<file path="config.mk">
export PLATFORM = sky130hd
export DESIGN_NAME = setpoint_ramp_arbiter
export DESIGN_NICKNAME = d
export VERILOG_FILES = /design/src/rtl/setpoint_ramp_arbiter.sv
export SDC_FILE = /design/constraint.sdc
export NUM_CORES = 1
export LEC_CHECK = 0
export ABC_AREA = 1
export CAP_MARGIN = 20
export CORE_MARGIN = 8
export CORE_UTILIZATION = 40
export DETAILED_ROUTE_END_ITERATION = 12
export GPL_ROUTABILITY_DRIVEN = 0
export MAX_ROUTING_LAYER = met4
export SLEW_MARGIN = 40
export SYNTH_ARGS = -nofsm -noshare
export SYNTH_HDL_FRONTEND = slang
export SYNTH_SLANG_ARGS = --single-unit
</file>
<file path="constraint.sdc">
create_clock -name clk -period 4.06 [get_ports clk]
set_clock_uncertainty 0.05 [all_clocks]
set_input_delay 0.812 -clock clk [delete_from_list [all_inputs] [get_ports clk]]
set_output_delay 0.812 -clock clk [all_outputs]
set_load 0.02 [all_outputs]
</file>
<file path="src/rtl/setpoint_ramp_arbiter.sv">
// setpoint_ramp_arbiter
//
// Shares the control-loop reference register between two requesters.
// Port A is the keypad validation path and port B is the host/preset path.
// Accepted requests are arbitrated round-robin and latched into `target`.
// The published `setpoint` then walks toward `target` in signed steps of STEP,
// one step per prescaler tick of TICK_DIV clocks, so it never jumps.
//
// Optional feature: define SETPOINT_CLAMP_EN to saturate incoming requests to
// [MIN_REF, MAX_REF] before they are written to target. Without the macro the
// raw request value is latched, and MIN_REF/MAX_REF are ignored.
//
// Ports:
//   clk              system clock, rising edge
//   reset            asynchronous, active-high
//   a_valid/a_ref    request A (signed W bits), a_ready = can accept this cycle
//   b_valid/b_ref    request B (signed W bits), b_ready = can accept this cycle
//   grant_a/grant_b  one-cycle pulse after the corresponding value was latched
//   setpoint         published reference (registered, signed)
//   target           latched destination (registered, signed)
//   busy             high while loading or ramping
//   done             one-cycle pulse after setpoint reaches target
module setpoint_ramp_arbiter #(
  parameter int W        = 18,
  parameter int STEP     = 64,
  parameter int TICK_DIV = 1000,
  parameter int MIN_REF  = -131072,
  parameter int MAX_REF  = 131071
) (
  input  logic         clk,
  input  logic         reset,
  input  logic         a_valid,
  input  logic [W-1:0] a_ref,
  output logic         a_ready,
  input  logic         b_valid,
  input  logic [W-1:0] b_ref,
  output logic         b_ready,
  output logic         grant_a,
  output logic         grant_b,
  output logic [W-1:0] setpoint,
  output logic [W-1:0] target,
  output logic         busy,
  output logic         done
);

  typedef enum logic [1:0] {
    IDLE = 2'd0,
    LOAD = 2'd1,
    RAMP = 2'd2
  } state_t;

  localparam int                PW        = (TICK_DIV > 1) ? $clog2(TICK_DIV) : 1;
  localparam logic [PW-1:0]     TICK_LAST = PW'(TICK_DIV - 1);
  localparam logic signed [W:0] STEP_X    = (W+1)'(STEP);
  localparam logic [W-1:0]      STEP_W    = W'(STEP);

  state_t        state, state_d;
  logic [PW-1:0] presc, presc_d;
  logic [W-1:0]  setpoint_d, target_d;
  logic          grant_a_d, grant_b_d, done_d;
  logic          last_b, last_b_d;       // 1: B was granted last
  logic          acc_a, acc_b;
  logic [W-1:0]  req_ref, req_val;
  logic signed [W:0] diff, diff_abs;

  assign a_ready = (state != LOAD);
  assign b_ready = (state != LOAD);
  assign busy    = (state == LOAD) || (state == RAMP);

  // On a tie the port that was not granted last wins.
  assign acc_a   = a_valid && a_ready && (!b_valid || last_b);
  assign acc_b   = b_valid && b_ready && !acc_a;
  assign req_ref = acc_a ? a_ref : b_ref;

`ifdef SETPOINT_CLAMP_EN
  localparam logic signed [W-1:0] MIN_W = W'(MIN_REF);
  localparam logic signed [W-1:0] MAX_W = W'(MAX_REF);

  always_comb begin
    req_val = req_ref;
    if ($signed(req_ref) < MIN_W)
      req_val = MIN_W;
    else if ($signed(req_ref) > MAX_W)
      req_val = MAX_W;
  end
`else
  assign req_val = req_ref;
`endif

  // One extra bit so the distance between any two W-bit values fits.
  assign diff     = $signed({target[W-1], target}) - $signed({setpoint[W-1], setpoint});
  assign diff_abs = diff[W] ? -diff : diff;

  always_comb begin
    state_d    = state;
    presc_d    = presc;
    setpoint_d = setpoint;
    target_d   = target;
    grant_a_d  = 1'b0;
    grant_b_d  = 1'b0;
    done_d     = 1'b0;
    last_b_d   = last_b;

    case (state)
      IDLE, RAMP: begin
        if (acc_a || acc_b) begin
          // Acceptance outranks a coincident tick; the tick is dropped.
          target_d  = req_val;
          grant_a_d = acc_a;
          grant_b_d = acc_b;
          last_b_d  = acc_b;
          presc_d   = '0;
          state_d   = LOAD;
        end else if (state == RAMP) begin
          if (presc == TICK_LAST) begin
            presc_d = '0;
            if (diff_abs <= STEP_X) begin
              setpoint_d = target;
              done_d     = 1'b1;
              state_d    = IDLE;
            end else if (diff[W]) begin
              setpoint_d = setpoint - STEP_W;
            end else begin
              setpoint_d = setpoint + STEP_W;
            end
          end else begin
            presc_d = presc + 1'b1;
          end
        end
      end
      LOAD: begin
        presc_d = '0;
        if (setpoint == target) begin
          done_d  = 1'b1;
          state_d = IDLE;
        end else begin
          state_d = RAMP;
        end
      end
      default: state_d = IDLE;
    endcase
  end

  always_ff @(posedge clk or posedge reset) begin
    if (reset) begin
      state    <= IDLE;
      presc    <= '0;
      setpoint <= '0;
      target   <= '0;
      grant_a  <= 1'b0;
      grant_b  <= 1'b0;
      done     <= 1'b0;
      last_b   <= 1'b1;
    end else begin
      state    <= state_d;
      presc    <= presc_d;
      setpoint <= setpoint_d;
      target   <= target_d;
      grant_a  <= grant_a_d;
      grant_b  <= grant_b_d;
      done     <= done_d;
      last_b   <= last_b_d;
    end
  end

endmodule

</file>
Yosys cells after proc, flatten, opt, wreduce, memory -nomap -nowiden
Cells that the tools add are included. Widths: inputs -> output; s select.

$add $sub $neg: 5. $lt $le $gt $ge: 1. Eq/ne operators: 8. Multiplexer cells: 24. Bitwise logic cells: 1. Reduce and logical (&&, ||, !) cells: 16.

Operators by type and width (number): $mux 18 (3); $mux 10 (3); $pmux 10 s2 (1); $le 19x8->1 const B (1); $mux 19 (1); $neg 19->19 (1); $sub 18x18->19 (1); $add 18x7->18 const B (1); $eq 18x18->1 (1); $sub 18x7->18 const B (1); $add 10x1->10 const B (1); $eq 10x10->1 const B (1); $mux 2 (5); $mux 1 (9); $ne 3x3->1 const B (3); $logic_and 1x1->1 (4); $pmux 2 s2 (1); $reduce_and 2->1 (2); $reduce_and 4->1 (1); $logic_or 1x1->1 (3); $reduce_and 3->1 (1); $eq 2x1->1 const B (1); $eq 2x2->1 const B (1); $logic_not 1->1 (2); 6 further kinds (6).

Flip-flop bits (word level): 52. Bits of input ports: 40. Output and inout port bits: 42. Word-level logic and storage cells: 63.

Depth between registers and ports, before layout
Depth in word-level cells: 9. Gate-level depth with buffers: 29. Mapped depth without buffers: 27.

Worst setup path before layout
Ideal clock, no wire load.

Path type: register to register. Start: register target[0]. End: register setpoint[16]. Library setup time: 118 ps. Data arrival time: 3474 ps. Data required time: 3892 ps. Slack: 418 ps. Stages on the path, launching flop included: 27. Buffers on the path: 1. Period minus slack after synthesis: 3642 ps. Cells stage by stage: dfrtp_1 > inv_1 > ha_1 > inv_1 > fa_1 > nand3_1 > nand3_1 > nand2_1 > nand2_1 > nand2_1 > nand2_2 > buf_4 > ha_1 > a21oi_1 > nand2_1 > nand2_1 > nand2_1 > a21oi_1 > o21bai_1 > a21oi_1 > o21ai_0 > nand2_1 > nand2_1 > xnor2_1 > nand3_1 > nand3_1 > nand2_1.

Longest elaborated chain between the ends: 5. Elaborated cells between the ends (all ways): 6. Classes of those cells: 2 x add/sub; 1 x order compare; 3 x mux.

RTL lines: from (decl) (line 41) `output logic [W-1:0] target,`; from (signal assigned) (line 158) `target <= target_d;`; $sub 18x18->19 (*) (line 91) `assign diff = $signed({target[W-1], target}) - $signed({setpoint[W-1], setpoint});`; $neg 19->19 (line 92) `assign diff_abs = diff[W] ? -diff : diff;`; $mux 19 (line 92); $le 19x8->1 (line 117) `if (diff_abs <= STEP_X) begin`; $mux 18 (*) (line 117); to (signal assigned) (line 157) `setpoint <= setpoint_d;`; to (decl) (line 40) `output logic [W-1:0] setpoint,`.

Mark *: on every way between the ends. The rest lies on a longest branch, timed or not. A chain may end at the register's enable or synchronous reset.

Final worst setup path
Start: register setpoint[7]. End: register setpoint[16].

Longest elaborated chain between the ends: 5. Elaborated cells between the ends (all ways): 8. Classes of those cells: 4 x add/sub; 1 x order compare; 3 x mux.

RTL lines (line): $sub 18x18->19 (91); $neg 19->19 (92); $mux 19 (92); $le 19x8->1 (117); $mux 18 (*) (117).

Marked as above.

==> run metrics <==
peak supply drop about 440 uV; initial antenna violation count 0; Total Die Area around 16000 um2; fin crit share between 90 and 100%; Clock Path Buffers 2; Register Area around 1300 um2; total negative slack 0 ns; DRT antenna net count 0; Area Growth Syn to Fin 25.62%; post-synthesis sequential area ratio 26.45%; HPWL reported at the end of detailed placement ~12 mm; Detailed Route WL between 15 and 20 mm; layout cell share with drive strength beyond 1 7.295%; Starting DRT DRC Count about 380; Hold Crit Start setpoint[3]; Final setup viols 0; met1 usage between 20% and 30%; met2 Track Usage GR a little over a third; crit path time final around 3.7 ns; fmax 0.2703 GHz; Die Height approximately 130 um; fill count between 1000 and 1500; fin cells 1038; Reg clk slew, reported paths roughly 0.07 ns; Fin. Hold Viols 0; pin slew with the least headroom to its limit about 0.71 ns; final-stage net count between 900 and 1000; syn_nets 875; Max Cap Viol 0; global route overflow 0; # port buffers 81; Ports slightly above 80; DRC Markers 0; hold_ws about 0.46 ns; Max transition margin a little over half; worst skew pair latency around 0.30 ns; Clock Sinks 52; diode count 0; RSZ-0062 raised after global routing false; Pleak 0.003208 uW; largest net degree at the start of global routing 38; reg2reg start setpoint[7]; pwr dens ~740 nW/um2; CP Launch Type flip-flop; GR peak layer met2; Core ar. around 12000 um2; Vias/cell between 5 and 6; clock tree from TritonCTS built; final core occ approximately 50%; CTS Buf Count 5; vias in the first global route between 5000 and 6000; placed cells 1028; Tot Pwr 4546 uW; met3 Use GR 2.681%; drt wl/cell ~15 um; worst hold path class flip-flop to flip-flop; post-cts hold buffer count 0; Synth Instances ~800; Vias 5291; status finished clean; first-pass GRT wire length approximately 25 mm; Slew Limit Fails 0; drt first pass iters 5; worst endpoint required time approximately 4.2 ns; Post-Syn Area per Cell just over 6 um2; crit end category flip-flop; flops & latches, synth 52; Mapped Area approximately 5000 um2; Critical Path Start setpoint[7]; CTS Root Cell clkbuf_16; Netlist cell types between 40 and 50; worst path arrival time around 3.8 ns; Initial Util approximately two fifths; WS Path Type flip-flop to flip-flop; Multi-input gate area roughly 3100 um2; Total GRT Usage between 10% and 20%; row cnt 40; yosys warns 0; DIE WIDTH 126.9 um; CP Max Fanout 7; H-Tree Depth 2
sequential cells by signal (all words and copies together), names as in the netlist:
| name | cells |
|---|---|
| setpoint | 18 |
| target | 18 |
| presc | 10 |
| state | 2 |
| done | 1 |
| grant_a | 1 |
| grant_b | 1 |
| last_b | 1 |
stage by stage:
| step | area, um2 | setup slack, ns |
|---|---|---|
| floorplan | 4923 | 0.4182 |
| global placement | 5964 | 0.3192 |
| detailed placement | 5964 | 0.1971 |
| CTS | 6128 | 0.1585 |
| global route | 6185 | 0.01108 |
| finish | 6185 | 0.3600 |
what timing repair did:
action	in CTS	in global routing
resized for setup	0	9
buffers inserted	0	2
endpoints found under the setup margin	0	13
kinds of logic (layout without fill, tap and decap cells):
kind of cell / count (synthesis) / in the layout / synth area share, %
AO/OA/AOI/OAI: 64 / 64 / 7.701
XOR/XNOR: 13 / 13 / 2.313
adder cells (fa/ha/maj): 36 / 36 / 9.454
buffers and inverters: 148 / 240 / 11.84
flip-flops: 52 / 52 / 26.45
AND/OR/NAND/NOR: 486 / 486 / 42.24
final cells by class:
type,count,area share (%)
multi-input cells,599,49.52
clock inverters,2,0.5665
flip-flops and latches,52,21.08
repair buffers,101,15.80
well taps,147,2.974
clock buffers,6,2.084
inverters,131,7.971
synthesized netlist by cell type:
| master | number | share of area [%] |
|---|---|---|
| nand2_1 | 282 | 21 |
| inv_1 | 125 | 9.5 |
| nand3_1 | 87 | 8.8 |
| nor2_1 | 63 | 4.8 |
| dfrtp_1 | 51 | 26 |
| ha_1 | 34 | 8.6 |
| a21oi_1 | 24 | 2.4 |
| a31oi_1 | 18 | 2.3 |
| nand2_2 | 12 | 1.5 |
| nand4_1 | 12 | 1.5 |
| o21ai_0 | 10 | 1.0 |
| clkbuf_1 | 9 | 0.69 |
| nor3_1 | 9 | 0.91 |
| nor2_2 | 7 | 0.89 |
| xnor2_1 | 7 | 1.2 |
| xor2_1 | 6 | 1.1 |
| buf_4 | 5 | 0.76 |
| nand3b_1 | 4 | 0.61 |
| clkinv_1 | 3 | 0.23 |
| inv_2 | 3 | 0.23 |
| nand3_2 | 3 | 0.61 |
| and2_1 | 2 | 0.25 |
| fa_1 | 2 | 0.81 |
| nor4_1 | 2 | 0.25 |
| o22ai_1 | 2 | 0.25 |
| a21oi_2 | 1 | 0.18 |
| a221oi_1 | 1 | 0.18 |
| a22oi_1 | 1 | 0.15 |
| and3_1 | 1 | 0.13 |
| buf_1 | 1 | 0.076 |
| buf_2 | 1 | 0.10 |
| buf_6 | 1 | 0.23 |
| dfstp_2 | 1 | 0.53 |
| nand2_4 | 1 | 0.23 |
| nor3b_1 | 1 | 0.15 |
| o211ai_1 | 1 | 0.15 |
| o21a_1 | 1 | 0.15 |
| o21ai_2 | 1 | 0.18 |
| o21bai_1 | 1 | 0.15 |
| o221a_2 | 1 | 0.23 |
| o221ai_1 | 1 | 0.18 |
| o31ai_1 | 1 | 0.15 |
path summary, 6_finish.rpt:
path,end,slack [ns],cells past startpoint
min in group asynchronous,setpoint[11],0.86,2
worst min-delay path,setpoint[3],0.46,2
worst max-delay path,setpoint[16],0.36,25
worst max register to register,setpoint[16],0.36,25
worst min register to register,setpoint[3],0.46,2
max in group asynchronous,presc[8],2.49,3
worst max-delay path: stages (launching register included):
cell	delay, ns
dfrtp_1	0.45
inv_1	0.07
ha_1	0.37
nand2_1	0.14
nor2_1	0.15
nand3_1	0.12
nand3_1	0.12
nand2_1	0.07
nand2_1	0.07
nand2_1	0.09
nand2_4	0.15
ha_2	0.33
a21oi_1	0.19
nand2_1	0.07
nand2_1	0.09
nand2_1	0.06
a21oi_1	0.19
o21bai_1	0.10
a21oi_2	0.16
o21ai_0	0.09
nand2_1	0.07
nand2_1	0.06
xnor2_1	0.12
nand3_1	0.08
nand3_1	0.08
nand2_1	0.05
cells in the final DEF (no fill, tap or decap), types with 3 or more instances in the layout:
cell and count:
xnor2_1 7, nand3_1 87, a31oi_1 18, inv_2 3, inv_1 124, a21oi_1 23, nand2_1 282, xor2_1 6
nor2_2 8, ha_1 32, dfrtp_1 50, nor2_1 62, nor3_1 9, clkbuf_16 5, o21ai_0 9, clkinv_1 3
nand3_2 3, nand3b_1 4, nand4_1 12, clkdlybuf4s50_1 81, nand2_2 11, buf_4 18
per-layer routing:
metal | vias up | routed length [um]
met5 | - | 0
met2 | 134 | 7685
met3 | 27 | 575
met4 | 0 | 481
li1 | 2708 | -
met1 | 2422 | 6546
where the power goes:
group / switching (uW) / internal [uW] / total, uW
registers: 126 / 646 / 773
clock network: 195 / 291 / 486
logic: 2060 / 1220 / 3290
total: 2380 / 2160 / 4550
Note: power is estimated with default switching activity, not from simulation.
